<file path="src/rtl/memory_stage_unit_if.sv">
// Data-memory handshake bundle between the MEM stage and the data memory.
// The MEM stage is the master: it raises mem_req with address/data/mask and
// holds them until the memory answers with mem_ack (plus mem_rdata on reads).
interface memory_stage_unit_if;
    logic        mem_req;
    logic        mem_we;
    logic [63:0] mem_addr;
    logic [63:0] mem_wdata;
    logic [7:0]  mem_wmask;
    logic [63:0] mem_rdata;
    logic        mem_ack;

    modport master (
        output mem_req,
        output mem_we,
        output mem_addr,
        output mem_wdata,
        output mem_wmask,
        input  mem_rdata,
        input  mem_ack
    );

    modport slave (
        input  mem_req,
        input  mem_we,
        input  mem_addr,
        input  mem_wdata,
        input  mem_wmask,
        output mem_rdata,
        output mem_ack
    );
endinterface

</file>
<file path="src/rtl/memory_stage_unit.sv">
// MEM stage of the 5-stage pipeline. Issues byte/doubleword accesses on a
// variable-latency req/ack memory port, stalls the front of the pipeline
// while an access is outstanding, aborts accesses that never get an ack,
// and registers the writeback result into the MEM/WB pipeline register.
module memory_stage_unit #(
    parameter int TIMEOUT_CYCLES = 16,
    parameter int CNT_W          = 5
) (
    input  logic                 clk,
    input  logic                 reset,
    input  logic [63:0]          ALUResult_EXRegister,
    input  logic [63:0]          WrData_EXRegister,
    input  logic [4:0]           Rd_EXRegister,
    input  logic                 MemWrite_EXRegister,
    input  logic                 MemToReg_EXRegister,
    input  logic                 RegWrite_EXRegister,
    input  logic                 ByteOp_EXRegister,
    memory_stage_unit_if.master  mem,
    output logic                 stall_MEM,
    output logic [63:0]          Result_MEMRegister,
    output logic [4:0]           Rd_MEMRegister,
    output logic                 RegWrite_MEMRegister,
    output logic                 fault_MEMRegister
);

    localparam logic [0:0] ST_IDLE = 1'b0;
    localparam logic [0:0] ST_WAIT = 1'b1;

    localparam logic [CNT_W-1:0] TIMEOUT_CNT = CNT_W'(TIMEOUT_CYCLES);
    localparam logic [CNT_W-1:0] CNT_ONE     = CNT_W'(1);

    // Replicate the store byte into every lane for byte stores.
    function automatic logic [63:0] store_lanes(input logic byte_op, input logic [63:0] data);
        if (byte_op) begin
            return {8{data[7:0]}};
        end else begin
            return data;
        end
    endfunction

    // Byte enables for a store of the given size at the given lane.
    function automatic logic [7:0] store_mask(input logic byte_op, input logic [2:0] off);
        if (byte_op) begin
            return 8'h01 << off;
        end else begin
            return 8'hFF;
        end
    endfunction

    // Pick the addressed lane (zero-extended) for byte loads.
    function automatic logic [63:0] load_extract(input logic byte_op, input logic [2:0] off,
                                                 input logic [63:0] rdata);
        if (byte_op) begin
            return {56'h0, rdata[{off, 3'b000} +: 8]};
        end else begin
            return rdata;
        end
    endfunction

    logic [0:0]       state_r;
    logic [CNT_W-1:0] cnt_r;

    // Holding registers: the in-flight access, stable for the whole wait.
    logic [63:0] hold_addr_r;
    logic [63:0] hold_wdata_r;
    logic [7:0]  hold_wmask_r;
    logic        hold_we_r;
    logic        hold_load_r;
    logic        hold_byte_r;
    logic [4:0]  hold_rd_r;
    logic        hold_regwrite_r;

    logic [63:0] result_r;
    logic [4:0]  rd_r;
    logic        regwrite_r;
    logic        fault_r;

    logic        memop_s;
    logic        misaligned_s;
    logic        in_wait_s;
    logic        issue_s;
    logic        complete_s;
    logic        timeout_s;
    logic        stall_s;
    logic        cur_store_s;
    logic [63:0] cur_wdata_s;
    logic [7:0]  cur_wmask_s;
    logic [63:0] sel_addr_s;
    logic        sel_load_s;
    logic        sel_byte_s;
    logic [4:0]  sel_rd_s;
    logic        sel_regwrite_s;
    logic        req_s;
    logic        we_s;
    logic [63:0] addr_s;
    logic [63:0] wdata_s;
    logic [7:0]  wmask_s;

    // Decode the EX/MEM instruction and the current handshake situation.
    always_comb begin
        memop_s      = MemWrite_EXRegister | MemToReg_EXRegister;
        misaligned_s = memop_s & ~ByteOp_EXRegister & (ALUResult_EXRegister[2:0] != 3'b000);
        in_wait_s    = (state_r == ST_WAIT);
        issue_s      = (state_r == ST_IDLE) & memop_s & ~misaligned_s;
        complete_s   = (issue_s | in_wait_s) & mem.mem_ack;
        timeout_s    = in_wait_s & ~mem.mem_ack & (cnt_r == TIMEOUT_CNT);
        stall_s      = reset & ((issue_s & ~mem.mem_ack) |
                                (in_wait_s & ~mem.mem_ack & ~timeout_s));
        cur_store_s  = MemWrite_EXRegister;
        if (cur_store_s) begin
            cur_wdata_s = store_lanes(ByteOp_EXRegister, WrData_EXRegister);
            cur_wmask_s = store_mask(ByteOp_EXRegister, ALUResult_EXRegister[2:0]);
        end else begin
            cur_wdata_s = 64'h0;
            cur_wmask_s = 8'h00;
        end
    end

    // Select the access being completed: the held one in WAIT, else the live inputs.
    always_comb begin
        if (in_wait_s) begin
            sel_addr_s     = hold_addr_r;
            sel_load_s     = hold_load_r;
            sel_byte_s     = hold_byte_r;
            sel_rd_s       = hold_rd_r;
            sel_regwrite_s = hold_regwrite_r;
        end else begin
            sel_addr_s     = ALUResult_EXRegister;
            sel_load_s     = MemToReg_EXRegister & ~MemWrite_EXRegister;
            sel_byte_s     = ByteOp_EXRegister;
            sel_rd_s       = Rd_EXRegister;
            sel_regwrite_s = RegWrite_EXRegister & ~MemWrite_EXRegister;
        end
    end

    // Drive the memory port; everything is forced low while reset is asserted.
    always_comb begin
        req_s   = 1'b0;
        we_s    = 1'b0;
        addr_s  = 64'h0;
        wdata_s = 64'h0;
        wmask_s = 8'h00;
        if (!reset) begin
            req_s = 1'b0;
        end else if (in_wait_s) begin
            req_s   = 1'b1;
            we_s    = hold_we_r;
            addr_s  = {hold_addr_r[63:3], 3'b000};
            wdata_s = hold_wdata_r;
            wmask_s = hold_wmask_r;
        end else if (issue_s) begin
            req_s   = 1'b1;
            we_s    = cur_store_s;
            addr_s  = {ALUResult_EXRegister[63:3], 3'b000};
            wdata_s = cur_wdata_s;
            wmask_s = cur_wmask_s;
        end else begin
            req_s = 1'b0;
        end
    end

    assign mem.mem_req   = req_s;
    assign mem.mem_we    = we_s;
    assign mem.mem_addr  = addr_s;
    assign mem.mem_wdata = wdata_s;
    assign mem.mem_wmask = wmask_s;
    assign stall_MEM     = stall_s;

    // IDLE/WAIT sequencing and the wait-cycle counter used for the timeout.
    always_ff @(posedge clk or negedge reset) begin
        if (!reset) begin
            state_r <= ST_IDLE;
            cnt_r   <= '0;
        end else begin
            case (state_r)
                ST_IDLE: begin
                    if (issue_s && !mem.mem_ack) begin
                        state_r <= ST_WAIT;
                        cnt_r   <= CNT_ONE;
                    end else begin
                        state_r <= ST_IDLE;
                        cnt_r   <= '0;
                    end
                end
                ST_WAIT: begin
                    if (mem.mem_ack || timeout_s) begin
                        state_r <= ST_IDLE;
                        cnt_r   <= '0;
                    end else begin
                        state_r <= ST_WAIT;
                        cnt_r   <= cnt_r + CNT_ONE;
                    end
                end
                default: begin
                    state_r <= ST_IDLE;
                    cnt_r   <= '0;
                end
            endcase
        end
    end

    // Capture the access when it is first issued so WAIT can replay it unchanged.
    always_ff @(posedge clk or negedge reset) begin
        if (!reset) begin
            hold_addr_r     <= 64'h0;
            hold_wdata_r    <= 64'h0;
            hold_wmask_r    <= 8'h00;
            hold_we_r       <= 1'b0;
            hold_load_r     <= 1'b0;
            hold_byte_r     <= 1'b0;
            hold_rd_r       <= 5'd0;
            hold_regwrite_r <= 1'b0;
        end else if (issue_s) begin
            hold_addr_r     <= ALUResult_EXRegister;
            hold_wdata_r    <= cur_wdata_s;
            hold_wmask_r    <= cur_wmask_s;
            hold_we_r       <= cur_store_s;
            hold_load_r     <= MemToReg_EXRegister & ~MemWrite_EXRegister;
            hold_byte_r     <= ByteOp_EXRegister;
            hold_rd_r       <= Rd_EXRegister;
            hold_regwrite_r <= RegWrite_EXRegister & ~MemWrite_EXRegister;
        end else begin
            hold_addr_r     <= hold_addr_r;
            hold_wdata_r    <= hold_wdata_r;
            hold_wmask_r    <= hold_wmask_r;
            hold_we_r       <= hold_we_r;
            hold_load_r     <= hold_load_r;
            hold_byte_r     <= hold_byte_r;
            hold_rd_r       <= hold_rd_r;
            hold_regwrite_r <= hold_regwrite_r;
        end
    end

    // MEM/WB register: completion, abort, bubble, misalignment fault or pass-through.
    always_ff @(posedge clk or negedge reset) begin
        if (!reset) begin
            result_r   <= 64'h0;
            rd_r       <= 5'd0;
            regwrite_r <= 1'b0;
            fault_r    <= 1'b0;
        end else if (complete_s) begin
            if (sel_load_s) begin
                result_r <= load_extract(sel_byte_s, sel_addr_s[2:0], mem.mem_rdata);
            end else begin
                result_r <= sel_addr_s;
            end
            rd_r       <= sel_rd_s;
            regwrite_r <= sel_regwrite_s;
            fault_r    <= 1'b0;
        end else if (timeout_s) begin
            result_r   <= 64'h0;
            rd_r       <= 5'd0;
            regwrite_r <= 1'b0;
            fault_r    <= 1'b1;
        end else if (stall_s) begin
            result_r   <= 64'h0;
            rd_r       <= 5'd0;
            regwrite_r <= 1'b0;
            fault_r    <= 1'b0;
        end else if (misaligned_s) begin
            result_r   <= 64'h0;
            rd_r       <= Rd_EXRegister;
            regwrite_r <= 1'b0;
            fault_r    <= 1'b1;
        end else if (!memop_s) begin
            result_r   <= ALUResult_EXRegister;
            rd_r       <= Rd_EXRegister;
            regwrite_r <= RegWrite_EXRegister;
            fault_r    <= 1'b0;
        end else begin
            result_r   <= 64'h0;
            rd_r       <= 5'd0;
            regwrite_r <= 1'b0;
            fault_r    <= 1'b0;
        end
    end

    assign Result_MEMRegister   = result_r;
    assign Rd_MEMRegister       = rd_r;
    assign RegWrite_MEMRegister = regwrite_r;
    assign fault_MEMRegister    = fault_r;

endmodule

</file>
<file path="src/flat_wrapper.sv">
// flat-port wrapper written by rule: the top's interface ports become plain ports
module memory_stage_unit_flat 
#(
    parameter int TIMEOUT_CYCLES = 16,
    parameter int CNT_W          = 5
)
  (clk, reset, ALUResult_EXRegister, WrData_EXRegister, Rd_EXRegister, MemWrite_EXRegister, MemToReg_EXRegister, RegWrite_EXRegister, ByteOp_EXRegister, stall_MEM, Result_MEMRegister, Rd_MEMRegister, RegWrite_MEMRegister, fault_MEMRegister, mem_mem_req, mem_mem_we, mem_mem_addr, mem_mem_wdata, mem_mem_wmask, mem_mem_rdata, mem_mem_ack);
  memory_stage_unit_if mem_i ();
  input  logic clk;
  input  logic reset;
  input  logic [63:0] ALUResult_EXRegister;
  input  logic [63:0] WrData_EXRegister;
  input  logic [4:0] Rd_EXRegister;
  input  logic MemWrite_EXRegister;
  input  logic MemToReg_EXRegister;
  input  logic RegWrite_EXRegister;
  input  logic ByteOp_EXRegister;
  output logic stall_MEM;
  output logic [63:0] Result_MEMRegister;
  output logic [4:0] Rd_MEMRegister;
  output logic RegWrite_MEMRegister;
  output logic fault_MEMRegister;
  output wire logic [$bits(mem_i.mem_req)-1:0] mem_mem_req;
  output wire logic [$bits(mem_i.mem_we)-1:0] mem_mem_we;
  output wire logic [$bits(mem_i.mem_addr)-1:0] mem_mem_addr;
  output wire logic [$bits(mem_i.mem_wdata)-1:0] mem_mem_wdata;
  output wire logic [$bits(mem_i.mem_wmask)-1:0] mem_mem_wmask;
  input wire logic [$bits(mem_i.mem_rdata)-1:0] mem_mem_rdata;
  input wire logic [$bits(mem_i.mem_ack)-1:0] mem_mem_ack;
  assign mem_mem_req = mem_i.mem_req;
  assign mem_mem_we = mem_i.mem_we;
  assign mem_mem_addr = mem_i.mem_addr;
  assign mem_mem_wdata = mem_i.mem_wdata;
  assign mem_mem_wmask = mem_i.mem_wmask;
  assign mem_i.mem_rdata = mem_mem_rdata;
  assign mem_i.mem_ack = mem_mem_ack;
  memory_stage_unit #(.TIMEOUT_CYCLES(TIMEOUT_CYCLES), .CNT_W(CNT_W)) u_core (.clk(clk), .reset(reset), .ALUResult_EXRegister(ALUResult_EXRegister), .WrData_EXRegister(WrData_EXRegister), .Rd_EXRegister(Rd_EXRegister), .MemWrite_EXRegister(MemWrite_EXRegister), .MemToReg_EXRegister(MemToReg_EXRegister), .RegWrite_EXRegister(RegWrite_EXRegister), .ByteOp_EXRegister(ByteOp_EXRegister), .mem(mem_i), .stall_MEM(stall_MEM), .Result_MEMRegister(Result_MEMRegister), .Rd_MEMRegister(Rd_MEMRegister), .RegWrite_MEMRegister(RegWrite_MEMRegister), .fault_MEMRegister(fault_MEMRegister));
endmodule
</file>
<file path="config.mk">
export PLATFORM = sky130hd
export DESIGN_NAME = memory_stage_unit_flat
export DESIGN_NICKNAME = d
export VERILOG_FILES = /design/src/rtl/memory_stage_unit_if.sv /design/src/rtl/memory_stage_unit.sv /design/src/flat_wrapper.sv
export SDC_FILE = /design/constraint.sdc
export NUM_CORES = 1
export LEC_CHECK = 0
export ABC_AREA = 1
export CAP_MARGIN = 10
export CORE_ASPECT_RATIO = 1.1
export CORE_MARGIN = 10
export CORE_UTILIZATION = 30
export DETAILED_ROUTE_END_ITERATION = 10
export HOLD_SLACK_MARGIN = 0.02
export PLACE_DENSITY = 0.64
export SLEW_MARGIN = 30
export SYNTH_ARGS = -nofsm -noshare
export SYNTH_HDL_FRONTEND = slang
export SYNTH_SLANG_ARGS = --single-unit
</file>
<file path="constraint.sdc">
create_clock -name clk -period 1.96 [get_ports clk]
set_input_delay 0.392 -clock clk [delete_from_list [all_inputs] [get_ports clk]]
set_output_delay 0.392 -clock clk [all_outputs]
set_load 0.01 [all_outputs]
</file>
==> flow_metrics.py <==
metrics = {
    "outcome": {
        "status": "finished with violations",
        "violations": "negative setup slack",
    },
    "clocking": {
        "cts_root_buf": "clkbuf_16",
        "cts_made_buffers": 28,
        "cts_tree": "yes",
        "cts.sinks": 222,
        "insertion_delay_ns": 0.58,
        "clk_path_buf_depth": 3,
        "clkSlewWorstSetupHoldPaths_ns": 0.07,
        "h-tree-depth": 1,
    },
    "synth": {
        "yosys-top-cells-area": "dfrtp_1 44%, nand2_1 26%, nand3_1 11%, a21oi_1 5.6%, o21ai_0 3.6%",
        "synth_area_sq_um": 12600,
        "yosysWarnings": 0,
        "syn_area_per_cell_sq_um": 6.75,
        "synth_seq_area_share": 0.441,
        "yosysTopAreaCell": "dfrtp_1",
        "synth_top_area_share": 0.441,
        "synth_cells": 1867,
        "synth_seq_cells": 222,
        "yosysUniqueCellTypes": 30,
    },
    "cells_and_area": {
        "final_common_cell": "nand2_1",
        "layout.nets": 2798,
        "area_delta_synth_final_pct": 77.1,
        "drive_gt1_frac": 0.327,
        "stdcell_count": 3172,
        "regArea_sq_um": 5560,
        "mostFrequentLayoutCells": "779 x nand2_1, 340 x buf_4, 265 x clkdlybuf4s50_1, 257 x nand3_1, 221 x dfrtp_1",
        "fillCellCount": 3817,
        "multiInputGateArea_sq_um": 7150,
    },
    "detailed_routing": {
        "antenna_left": 0,
        "drt_wl_total_mm": 65.9,
        "wire_per_inst_microns": 20.8,
        "vias_per_cell": 5.12,
        "drc_errors": 0,
        "vias": 16200,
        "first_pass_iters": 6,
        "drt-initial-drc-count": 1556,
    },
    "grt": {
        "grt_max_degree": 152,
        "grt_overflow": 0,
        "grt_usage": 0.234,
        "grt_pass1_vias": 15800,
        "grt_pass1_wl_mm": 94.6,
        "antenna_found_initial": 7,
    },
    "setup_path": {
        "worst-path-buf-inv": 5,
        "crit_path_start_kind": "flop",
        "slowest_delay_ns": 0.50,
        "rrSetupSlack_ns": -0.26,
        "rr_endpoint": "u_core.Result_MEMRegister[4]",
        "path_delay_family": "buffers and inverters",
        "arrival_ns": 2.18,
        "crit_top_cell": "buf_12",
        "worstSetupPathType": "flop to output port",
        "crit_chain": "nor2_4, buf_4, buf_12, buf_12, buf_12, nand2_1, a21oi_2, buf_2",
        "cp.required_ns": 1.57,
        "crit_path_max_fanout": 8,
        "r2r_cells": 14,
        "end_kind": "output port",
        "rr_startpoint": "u_core.in_wait_s",
        "crit_slowest_cell": "dfrtp_4",
    },
    "placed_design": {
        "pre_cts_ws_ns": -1.16,
        "place.port_buffers": 410,
        "gp_congestion": 0.911,
        "dpl.hpwl_mm": 44.0,
        "dp_cells": 3039,
    },
    "die": {
        "die_w_microns": 215,
        "die-height_microns": 235,
        "start_util": 0.304,
        "ios": 414,
        "design.core.area_sq_um": 41400,
        "row_count": 78,
        "die_area_sq_um": 50600,
    },
    "timing": {
        "timing.final.ws_setup_ns": -0.609,
        "finalHoldWorstSlack_ns": 0.0457,
        "relSlewSlack": 0.418,
        "skew_ns": 0.0268,
        "maxSlewViolCount": 0,
        "fin_crit_sh": 1.31,
        "fin_crit_ns": 2.57,
        "finalSetupViolations": 169,
        "finalHoldViolations": 0,
        "rsz0062_at_grt": "true",
        "tightest_slew_ns": 0.873,
        "fmax_mhz": 389,
    },
    "power_and_ir_drop": {
        "powerDensity_nw_per_um2": 811,
        "ir_drop_uv": 544,
        "cellLeakagePower_uw": 0.0115,
    },
    "job": {
        "max_cap_violations": 0,
    },
    "hold_path": {
        "hold_path_class": "primary input to async pin",
    },
}
how the worst max path moves through the flow:
stage               cells after the start               startpoint  slack, ns           endpoint
finish                                  8         u_core.in_wait_s      -0.61    mem_mem_addr[3]
global route                            9         u_core.in_wait_s      -0.69  mem_mem_wdata[27]
CTS                                     9         u_core.in_wait_s      -0.60  mem_mem_wdata[22]
detailed placement                     11  ALUResult_EXRegister[0]      -1.16    mem_mem_addr[8]
global placement                       11  ALUResult_EXRegister[0]      -1.16   mem_mem_addr[48]
floorplan                              10        ByteOp_EXRegister    0.00006  mem_mem_wdata[60]
synthesized netlist by cell type, drive strengths merged:
library cell,instances
a21oi,140
a31oi,5
and2,1
buf,63
clkbuf,65
conb,1
dfrtp,222
ha,2
inv,101
nand2,872
nand3,280
nand4,1
nor2,13
o21a,1
o21ai,96
o31ai,1
or2,1
xnor2,1
xor2,1
layer usage:
layer	routed length, microns	share of wire	global-route usage
met5	62	0.00094	0
met3	6770	0.10	0.0621
met4	2700	0.041	0.0768
met2	30700	0.46	0.387
met1	25700	0.39	0.289
metrics by stage:
stage                     area, sq um  power [uW]  setup TNS (ns)   util
after floorplan                 12600        8230               0      -
after global placement          19700       11400         -219.16  0.475
after detailed placement        19700       11500         -228.75  0.475
after CTS                       21100       17400          -70.00  0.509
after global routing            22300       18900          -88.04  0.539
final                           22300       18100          -73.35  0.539
worst register-to-register path: stages, from the launching register on:
cell	delay (ns)
dfrtp_4	0.50
buf_4	0.15
buf_12	0.14
buf_6	0.14
buf_12	0.14
buf_8	0.14
nand2_8	0.08
buf_12	0.17
nand3_1	0.10
nand3_1	0.10
nand3_1	0.14
nand3_1	0.12
nand2_2	0.08
nand2_1	0.06
nand2_1	0.04
registers in the layout, summed over array words and instances (netlist names), 5 cells and up:
signal	count
u_core.hold_addr_r	64
u_core.hold_rd_r	5
u_core.Rd_MEMRegister	5
u_core.cnt_r	5
u_core.Result_MEMRegister	64
u_core.hold_wdata_r	64
u_core.hold_wmask_r	8
report_power, final:
part | total, uW | switching [uW] | leakage [uW] | internal (uW)
clock network | 5750 | 2200 | 0.000483 | 3550
logic | 6570 | 3540 | 0.00820 | 3030
registers | 5780 | 418 | 0.00286 | 5360
total | 18100 | 6150 | 0.0115 | 11900
what timing repair did:
item | 4_1_cts | 5_1_grt
pin swaps | 39 | 60
setup endpoints to repair | 175 | 180
hold buffers | 1 | 0
buffers inserted | 36 | 35
cloned | 3 | 13
hold endpoints to repair | 8 | 0
resized for setup | 750 | 190
cell families after synthesis:
group,after synthesis,share of synthesized area
buffers and inverters,229,0.0783
DFF,222,0.441
xor gates and xnor gates,2,0.00139
and+or+nand+nor,1168,0.379
other,1,0.000298
adders and majority gates,2,0.00199
AOI/OAI and AO/OA,243,0.0980
area by class of cell:
type                    instances  area share
inverters                     101      0.0179
multi-input cells            1418       0.320
flip-flops and latches        222       0.249
clock inverters                12      0.0102
repair buffers                821       0.336
clock buffers                  37      0.0347
well taps                     560      0.0314
diodes                          1    0.000112
Note: power is estimated with default switching activity, not from simulation.
